File: src/rtl/lu_entry_composer.sv
// Packs per-packet L2 and ARP/IPv4 parser results into one flow lookup key
// and offers it to the flow-table lookup stage over a req/ack handshake.
module lu_entry_composer #(
  parameter int unsigned C_AXIS_LEN_DATA_WIDTH = 16,
  parameter int unsigned C_AXIS_SPT_DATA_WIDTH = 8,
  parameter int unsigned C_L3_TIMEOUT          = 64,
  localparam int unsigned C_KEY_WIDTH          = C_AXIS_SPT_DATA_WIDTH + 206
) (
  input  logic                             asclk,
  input  logic                             aresetn,
  input  logic                             dl_start,
  input  logic                             dl_done,
  input  logic [C_AXIS_LEN_DATA_WIDTH-1:0] pkt_len,
  input  logic [C_AXIS_SPT_DATA_WIDTH-1:0] src_port,
  input  logic [47:0]                      dl_dst,
  input  logic [47:0]                      dl_src,
  input  logic [15:0]                      dl_ethtype,
  input  logic [15:0]                      dl_vlantag,
  input  logic                             arp_done,
  input  logic [7:0]                       arp_op,
  input  logic [31:0]                      arp_ip_src,
  input  logic [31:0]                      arp_ip_dst,
  input  logic                             ip_tp_done,
  input  logic [5:0]                       ip_tos,
  input  logic [7:0]                       ip_proto,
  input  logic [31:0]                      ip_src,
  input  logic [31:0]                      ip_dst,
  output logic                             compose_done,
  output logic [C_KEY_WIDTH-1:0]           lu_entry,
  output logic [C_AXIS_LEN_DATA_WIDTH-1:0] lu_pkt_len,
  output logic                             lu_req,
  input  logic                             lu_ack,
  output logic [31:0]                      compose_cnt,
  output logic [31:0]                      timeout_cnt,
  output logic [31:0]                      drop_cnt
);

  localparam int unsigned CNT_W = $clog2(C_L3_TIMEOUT + 1);
  localparam logic [15:0] ETH_IPV4 = 16'h0800;
  localparam logic [15:0] ETH_ARP  = 16'h0806;

  typedef enum logic [1:0] {S_IDLE, S_WAIT_L3, S_OUTPUT} state_t;

  state_t r_state, w_state_nxt;

  logic [C_AXIS_SPT_DATA_WIDTH-1:0] r_src_port;
  logic [C_AXIS_LEN_DATA_WIDTH-1:0] r_pkt_len;
  logic [47:0]      r_dl_dst, r_dl_src;
  logic [15:0]      r_ethtype, r_vlantag;
  logic [5:0]       r_tos;
  logic [7:0]       r_proto;
  logic [31:0]      r_l3_src, r_l3_dst;
  logic [CNT_W-1:0] r_wait_cnt, w_wait_cnt_nxt;
  logic             r_lu_req, r_compose_done;
  logic [31:0]      r_compose_cnt, r_timeout_cnt, r_drop_cnt;

  logic w_clear_all, w_latch_l2, w_zero_l3, w_latch_ip, w_latch_arp;
  logic w_drop, w_timeout, w_accept, w_wait_arp, w_exp_done, w_unexp_done;

  assign w_wait_arp   = (r_ethtype == ETH_ARP);
  assign w_exp_done   = w_wait_arp ? arp_done : ip_tp_done;
  assign w_unexp_done = w_wait_arp ? ip_tp_done : arp_done;

  always_ff @(posedge asclk or negedge aresetn) begin
    if (!aresetn) r_state <= S_IDLE;
    else          r_state <= w_state_nxt;
  end

  // Next state plus datapath control strobes.
  always_comb begin
    w_state_nxt    = r_state;
    w_wait_cnt_nxt = r_wait_cnt;
    w_clear_all    = 1'b0;
    w_latch_l2     = 1'b0;
    w_zero_l3      = 1'b0;
    w_latch_ip     = 1'b0;
    w_latch_arp    = 1'b0;
    w_drop         = 1'b0;
    w_timeout      = 1'b0;
    w_accept       = 1'b0;
    case (r_state)
      S_IDLE: begin
        w_clear_all = dl_start;
        if (dl_done) begin
          w_latch_l2 = 1'b1;
          w_zero_l3  = 1'b1;
          // Wait counter counts cycles since dl_done; the dl_done cycle is 0.
          w_wait_cnt_nxt = CNT_W'(1);
          if (dl_ethtype == ETH_IPV4) begin
            w_latch_ip  = ip_tp_done;
            w_state_nxt = ip_tp_done ? S_OUTPUT : S_WAIT_L3;
          end else if (dl_ethtype == ETH_ARP) begin
            w_latch_arp = arp_done;
            w_state_nxt = arp_done ? S_OUTPUT : S_WAIT_L3;
          end else begin
            w_state_nxt = S_OUTPUT;
          end
        end else begin
          w_drop = arp_done | ip_tp_done;
        end
      end
      S_WAIT_L3: begin
        w_wait_cnt_nxt = r_wait_cnt + CNT_W'(1);
        w_drop         = w_unexp_done | dl_done | dl_start;
        if (w_exp_done) begin
          w_latch_ip  = ~w_wait_arp;
          w_latch_arp = w_wait_arp;
          w_state_nxt = S_OUTPUT;
        end else if (r_wait_cnt == CNT_W'(C_L3_TIMEOUT - 1)) begin
          w_zero_l3   = 1'b1;
          w_timeout   = 1'b1;
          w_state_nxt = S_OUTPUT;
        end
      end
      S_OUTPUT: begin
        w_drop = dl_done | dl_start | arp_done | ip_tp_done;
        if (lu_ack) begin
          w_accept    = 1'b1;
          w_state_nxt = S_IDLE;
        end
      end
      default: w_state_nxt = S_IDLE;
    endcase
  end

  // Latched key fields; later assignments take priority within a cycle.
  always_ff @(posedge asclk or negedge aresetn) begin
    if (!aresetn) begin
      r_src_port <= '0;
      r_pkt_len  <= '0;
      r_dl_dst   <= '0;
      r_dl_src   <= '0;
      r_ethtype  <= '0;
      r_vlantag  <= '0;
      r_tos      <= '0;
      r_proto    <= '0;
      r_l3_src   <= '0;
      r_l3_dst   <= '0;
      r_wait_cnt <= '0;
    end else begin
      r_wait_cnt <= w_wait_cnt_nxt;
      if (w_clear_all) begin
        r_src_port <= '0;
        r_pkt_len  <= '0;
        r_dl_dst   <= '0;
        r_dl_src   <= '0;
        r_ethtype  <= '0;
        r_vlantag  <= '0;
      end
      if (w_clear_all || w_zero_l3) begin
        r_tos    <= '0;
        r_proto  <= '0;
        r_l3_src <= '0;
        r_l3_dst <= '0;
      end
      if (w_latch_l2) begin
        r_src_port <= src_port;
        r_pkt_len  <= pkt_len;
        r_dl_dst   <= dl_dst;
        r_dl_src   <= dl_src;
        r_ethtype  <= dl_ethtype;
        r_vlantag  <= dl_vlantag;
      end
      if (w_latch_ip) begin
        r_tos    <= ip_tos;
        r_proto  <= ip_proto;
        r_l3_src <= ip_src;
        r_l3_dst <= ip_dst;
      end
      if (w_latch_arp) begin
        r_tos    <= '0;
        r_proto  <= arp_op;
        r_l3_src <= arp_ip_src;
        r_l3_dst <= arp_ip_dst;
      end
    end
  end

  // Handshake outputs and statistics.
  always_ff @(posedge asclk or negedge aresetn) begin
    if (!aresetn) begin
      r_lu_req       <= 1'b0;
      r_compose_done <= 1'b0;
      r_compose_cnt  <= '0;
      r_timeout_cnt  <= '0;
      r_drop_cnt     <= '0;
    end else begin
      r_lu_req       <= (w_state_nxt == S_OUTPUT);
      r_compose_done <= w_accept;
      if (w_accept)  r_compose_cnt <= r_compose_cnt + 32'd1;
      if (w_timeout) r_timeout_cnt <= r_timeout_cnt + 32'd1;
      if (w_drop)    r_drop_cnt    <= r_drop_cnt + 32'd1;
    end
  end

  assign lu_entry     = {r_src_port, r_dl_src, r_dl_dst, r_vlantag, r_ethtype,
                         r_tos, r_proto, r_l3_src, r_l3_dst};
  assign lu_pkt_len   = r_pkt_len;
  assign lu_req       = r_lu_req;
  assign compose_done = r_compose_done;
  assign compose_cnt  = r_compose_cnt;
  assign timeout_cnt  = r_timeout_cnt;
  assign drop_cnt     = r_drop_cnt;

endmodule

File: config.mk
export PLATFORM = sky130hd
export DESIGN_NAME = lu_entry_composer
export DESIGN_NICKNAME = d
export VERILOG_FILES = /design/src/rtl/lu_entry_composer.sv
export SDC_FILE = /design/constraint.sdc
export NUM_CORES = 1
export LEC_CHECK = 0
export ABC_CLOCK_PERIOD_IN_PS = 2300
export CAP_MARGIN = 20
export CORE_AREA = 3 3 248 250
export CTS_BUF_LIST = sky130_fd_sc_hd__clkbuf_16
export DETAILED_ROUTE_END_ITERATION = 7
export DIE_AREA = 0 0 251 253
export GPL_TIMING_DRIVEN = 1
export PLACE_DENSITY_LB_ADDON = 0.2
export SLEW_MARGIN = 0
export SYNTH_ARGS = -nofsm -noshare
export SYNTH_HDL_FRONTEND = slang
export SYNTH_SLANG_ARGS = --single-unit
export TNS_END_PERCENT = 100
File: constraint.sdc
create_clock -name asclk -period 2.3 [get_ports asclk]
set_clock_uncertainty 0.2 [all_clocks]
set_input_delay 0.46 -clock asclk [delete_from_list [all_inputs] [get_ports asclk]]
set_output_delay 0.46 -clock asclk [all_outputs]
set_load 0.005 [all_outputs]
-- Yosys cells after proc, flatten, opt, wreduce, memory -nomap -nowiden
Index checks and enable logic that the tools add are counted.
- mux-type cells: 53
- reduce and logical (&&, ||, !) cells: 6
- bitwise gates (word level): 7
- add/subtract/negate cells: 4
- eq/ne operators: 8
- operators with widths (kind ; count):
    $mux W32 ; 5
    $mux W48 ; 3
    $add A32 B1 Y32 const B ; 3
    $mux W16 ; 4
    $eq A16 B12 Y1 const B ; 3
    $mux W8 ; 5
    $mux W1 ; 18
    $mux W6 ; 3
    $mux W2 ; 8
    $pmux W7 S2 ; 1
    $add A7 B1 Y7 const B ; 1
    $eq A7 B6 Y1 const B ; 1
    $mux W7 ; 1
    $or A1 B1 Y1 ; 6
    $pmux W1 S2 ; 3
    $pmux W2 S3 ; 1
    $eq A2 B2 Y1 const B ; 2
    $reduce_bool A2 Y1 ; 2
    $pmux W1 S3 ; 1
    $reduce_bool A3 Y1 ; 1
    $eq A2 B1 Y1 const B ; 1
    $logic_not A2 Y1 ; 1
    $ne A2 B2 Y1 const B ; 1
    $reduce_and A2 Y1 ; 1
    2 further kinds ; 2
- output and inout port bits: 328
- word-level logic and storage cells: 95
- register bits after elaboration: 337

-- Depth between registers and ports, before layout
- depth after elaboration: 8
- gate-level depth with buffers: 9
- depth with buffers taken out: 7

-- Least setup slack after synthesis
No wires, ideal clock.
- path kind: register to register
- start point: reg r_wait_cnt[0]
- end point: reg r_l3_src[23]
- path slack: -0.086 ns
- buffers on the path: 2
- cell stages (with the launch flop): 10
- arrival: 2.065 ns
- setup time: 0.121 ns
- cells stage by stage: dfrtp_1 ha_1 nand4_1 or3b_1 a211oi_4 nor3b_2 buf_2 buf_4 nand3_1 nand2_1
- word-level cells in the longest chain between the ends: 6
- ends and longest elaborated chain (element ; RTL line ; source):
    from (decl) ; 53 ; logic [CNT_W-1:0] r_wait_cnt, w_wait_cnt_nxt;
    from (signal assigned) ; 141 ; r_wait_cnt <= w_wait_cnt_nxt;
    $eq A7 B6 Y1 ; 109 ; end else if (r_wait_cnt == CNT_W'(C_L3_TIMEOUT - 1)) begin
    $mux W1 ; 109 ;
    $mux W1 ; 105 ; if (w_exp_done) begin
    $pmux W1 S2 ; 81 ; case (r_state)
    $logic_or A1 B1 Y1 ; 150 ; if (w_clear_all || w_zero_l3) begin
    $reduce_bool A3 Y1 (no line) ; -- ;
    to (signal assigned) ; 167 ; r_l3_src <= ip_src;
    to (signal assigned) ; 173 ; r_l3_src <= arp_ip_src;
    to (decl) ; 52 ; logic [31:0] r_l3_src, r_l3_dst;
Every way passes these cells.
A chain may end at the register's enable or synchronous reset.

-- Worst setup path in the final report
- start point: reg r_ethtype[0]
- end point: reg r_l3_src[3]
- word-level cells in the longest chain between the ends: 6
- elaborated cells on any way between the ends: 13
- classes of those cells: 1 x eq/ne; 9 x mux; 1 x bitwise; 2 x reduce/logical
- ends and longest elaborated chain (element ; RTL line ; source):
    from (decl) ; 49 ; logic [15:0] r_ethtype, r_vlantag;
    from (signal assigned) ; 161 ; r_ethtype <= dl_ethtype;
    $eq A16 B12 Y1 * ; 60 ; assign w_wait_arp = (r_ethtype == ETH_ARP);
    $mux W1 / $not A1 Y1 (equally long branches) ; 61, 106 ;
    $mux W1 ; 105 ;
    $pmux W1 S2 ; 81 ;
    $mux W32 / $logic_or A1 B1 Y1 (equally long branches) ; 164, 150 ;
    $mux W32 / $reduce_bool A3 Y1 (equally long branches) ; -- ;
Mark *: on every way between the ends. The rest lies on a longest branch, timed or not.

==> metrics <==
Period minus WS final=2492 ps; Worst-Skew Late Latency=570 ps; first-pass GRT wire length=85000 um; Clock transition at path regs=60 ps; largest net degree at the start of global routing=113; Worst Hold Class=in -> reg; most frequent cells in the layout=611 x clkdlybuf4s50_1, 332 x dfrtp_1, 152 x a22o_1; Worst Path Max Fanout=11; Final Hold Violating Endpoints=0; post-route setup slack=-191.7 ps; hold path endpoint=r_ethtype[8]$_DFFE_PN0P_; commonest non-fill, non-tap cell in the layout=clkdlybuf4s50_1; clk buf depth=3; Fillers=5634; Synth Area in XOR/XNOR=6.007%; antenna violations before repair=5; WL final=58150 um; minimum hold slack=188.4 ps; FMAX=401.3 MHz; R2R depth=11; Ports=637; worst r2r src=r_ethtype[0]$_DFFE_PN0P_; status=finished, violations left; Slew Limit Fails=0; fraction of layout cells with a size suffix above 1=17.90%; crit-path cells=nor4b_2 > buf_4 > a41oi_2 > buf_6 > a211oi_4 > buf_6 > nor3b_4 > buf_12 > clkbuf_16 > nand3_1 > nand2_1; Worst Path Arrival=2740 ps; startpoint types=flip-flop; Setup TNS Final=-15160 ps; Synth Instances=1156; CP delay by family, top=buffers and inverters; Global Route Usage Sum=17.39%; Post-synth EDFFs=0; compound-cell area share of the yosys netlist=15.14%; failing checks=setup timing; Top FF cell, synth=dfrtp_1; Total Power=16.74 mW; Synth cell types=51; Synth Area per Inst=11.86 um^2; Residual DRC=0; min-delay src=dl_ethtype[8]; Syn Std Cell Area=13710 um^2; row count=89; Initial Util=23.14%; most frequent cell on the critical path=buf_6; VDD IR-drop max=458.4 uV; CTS root buf=clkbuf_16; Async SR Flop Fraction=100.0%; CP Buf/Inv Count=5; crit end category=flip-flop; Pleak=10.82 nW; detailed placer's ending HPWL=42940 um; Die Ht=253 um; adder-cell share of the synthesized area=0.3652%; H-tree depth=2; Worst Path Class, Setup=reg -> reg; # clock sinks=337; hold path depth=2; global route total overflow=0; routed len/inst=21.32 um; # nets final=2231; first-pass detailed-route iteration total=5; mux contribution to synthesized area=0.3286%; Die Area=63500 um^2; Worst Tran Pin Value=541.5 ps; via density per instance=4.618; FF-to-FF setup slack=-190 ps; RSZ-0062 raised after global routing=true; vias post-DR=12592; die width=251 um; period utilization=108.3%; vias in the first global route=13206; register bit total from synthesis=337; Initial DRC Count=673; TritonCTS clock tree=built; Synth warnings=0; # setup viols final=132; Max Cap Violations=0; RR Endpoint=r_l3_src[3]$_DFFE_PN0P_; ANT nets after route=0; Simple-Gate Fraction of Synth Area=14.20%; area delta synth->final=78.76%; slowest library cell on the worst path=dfrtp_1; sequential-to-total area share from yosys stat=61.53%; largest family of logic cells by synthesized area=compound AO/OA/AOI/OAI gates; routability cong.=0.8118; TritonCTS buffer count=42; syn_nets=1469; core region area=59240 um^2; relative slew slack=63.90%; IO Port Bufs=636; pwr dens=683.3 nW/um^2; Crit path largest cell delay=390 ps; Data required, critical path=2550 ps
==> report_power, final <==
| part | internal [mW] | switching [mW] | leakage, nW |
|---|---|---|---|
| registers | 6.47 | 0.427 | 4.39 |
| clock network | 3.80 | 2.73 | 0.688 |
| logic | 2.03 | 1.29 | 5.74 |
==> metal layers <==
metal | vias up | global-route usage, % | wire, um
li1 | 5791 | - | -
met1 | 6306 | 20.84 | 23150
met5 | - | 0 | 13
met4 | 2 | 4.094 | 1221
met3 | 76 | 5.721 | 4372
met2 | 417 | 30.33 | 29390
==> how the worst max path moves through the flow <==
stage                                    startpoint                       end  slack [ps]  cells past startpoint
after floorplan           r_wait_cnt[0]$_DFFE_PN0P_  r_l3_src[23]$_DFFE_PN0P_         -80                      9
after global placement                dl_ethtype[9]   r_l3_src[9]$_DFFE_PN0P_       -1150                     12
after detailed placement              dl_ethtype[9]   r_l3_src[3]$_DFFE_PN0P_       -1160                     12
after CTS                 r_ethtype[14]$_DFFE_PN0P_   drop_cnt[1]$_DFFE_PN0P_        -260                      7
after global routing      r_ethtype[12]$_DFFE_PN0P_  r_l3_dst[11]$_DFFE_PN0P_        -300                     10
final                      r_ethtype[0]$_DFFE_PN0P_   r_l3_src[3]$_DFFE_PN0P_        -190                     11
==> registers in the layout (all words and copies together), names as in the netlist, 8 cells and up <==
signal / cells
timeout_cnt: 32
r_dl_src: 48
drop_cnt: 32
r_ethtype: 16
r_l3_dst: 32
r_dl_dst: 48
r_vlantag: 16
r_l3_src: 32
r_proto: 8
lu_pkt_len: 16
r_src_port: 8
compose_cnt: 32
==> area by class of cell <==
class | count | area, um^2 | area share, %
Sequential cell | 337 | 8439 | 34.45
Timing Repair Buffer | 794 | 8083 | 32.99
Multi-Input combinational cell | 736 | 5632 | 22.99
Clock buffer | 42 | 1051 | 4.290
Tap cell | 773 | 967.2 | 3.948
Clock inverter | 34 | 291.5 | 1.190
Inverter | 7 | 26.28 | 0.1072
Antenna cell | 4 | 10.01 | 0.04086
==> logic make-up (layout without fill, tap and decap cells) <==
kind of cell	Yosys count	count (layout)
xor+xnor	94	94
mux	4	4
other cells	0	4
buf+inv	83	877
fa+ha+maj	4	4
simple gates	384	384
flops	337	337
compound gates	250	250
==> cell usage after synthesis (2+ instances only) <==
cell,number,area [um^2]
buf_4,2,15.01
and3b_1,3,26.28
mux2_2,4,45.04
a22o_1,152,1331
nand4_1,24,150.1
inv_1,7,26.28
and3_1,16,100.1
a22oi_1,72,540.5
xnor2_1,44,385.4
nor4_1,18,112.6
ha_1,4,50.05
nor2b_1,2,12.51
nor2_1,33,123.9
nor3_1,13,65.06
buf_2,12,60.06
nand3_1,106,530.5
and4_1,9,78.83
dfrtp_1,337,8433
nor4b_1,6,52.55
o21ai_1,2,10.01
o21ai_0,9,45.04
and2_1,2,12.51
xor2_1,50,437.9
nor3_2,2,20.02
clkbuf_1,60,225.2
nor3b_1,4,30.03
o2bb2ai_1,2,17.52
buf_1,2,7.510
nand2_1,132,495.5
nor4b_2,3,45.04
nand2b_1,4,25.02
==> per-stage QoR <==
stage                     std cells  setup WS [ps]  cell area (um^2)  util, %
final                          2727         -191.7             24500    41.36
after global routing           2724         -303.8             24490    41.34
after CTS                      2710         -260.8             23920    40.38
after detailed placement       2623          -1161             22180    37.43
after global placement         2623          -1148             22180    37.43
after floorplan                1156         -82.87             13830        -
==> worst register-to-register path: cells and delay by family (launching register included) <==
kind	cells	cell delay (ps)
flip-flops	1	390
AO/OA/AOI/OAI	2	400
buffers and inverters	5	880
AND/OR/NAND/NOR	4	500
==> timing repair <==
action	CTS	global route
setup buffers	6	8
hold buffers	1	0
cloned	4	5
pin swaps	24	46
gates resized for setup	70	88
endpoints found under the hold margin	35	0
setup endpoints to repair	156	152
Note: power is estimated with default switching activity, not from simulation.
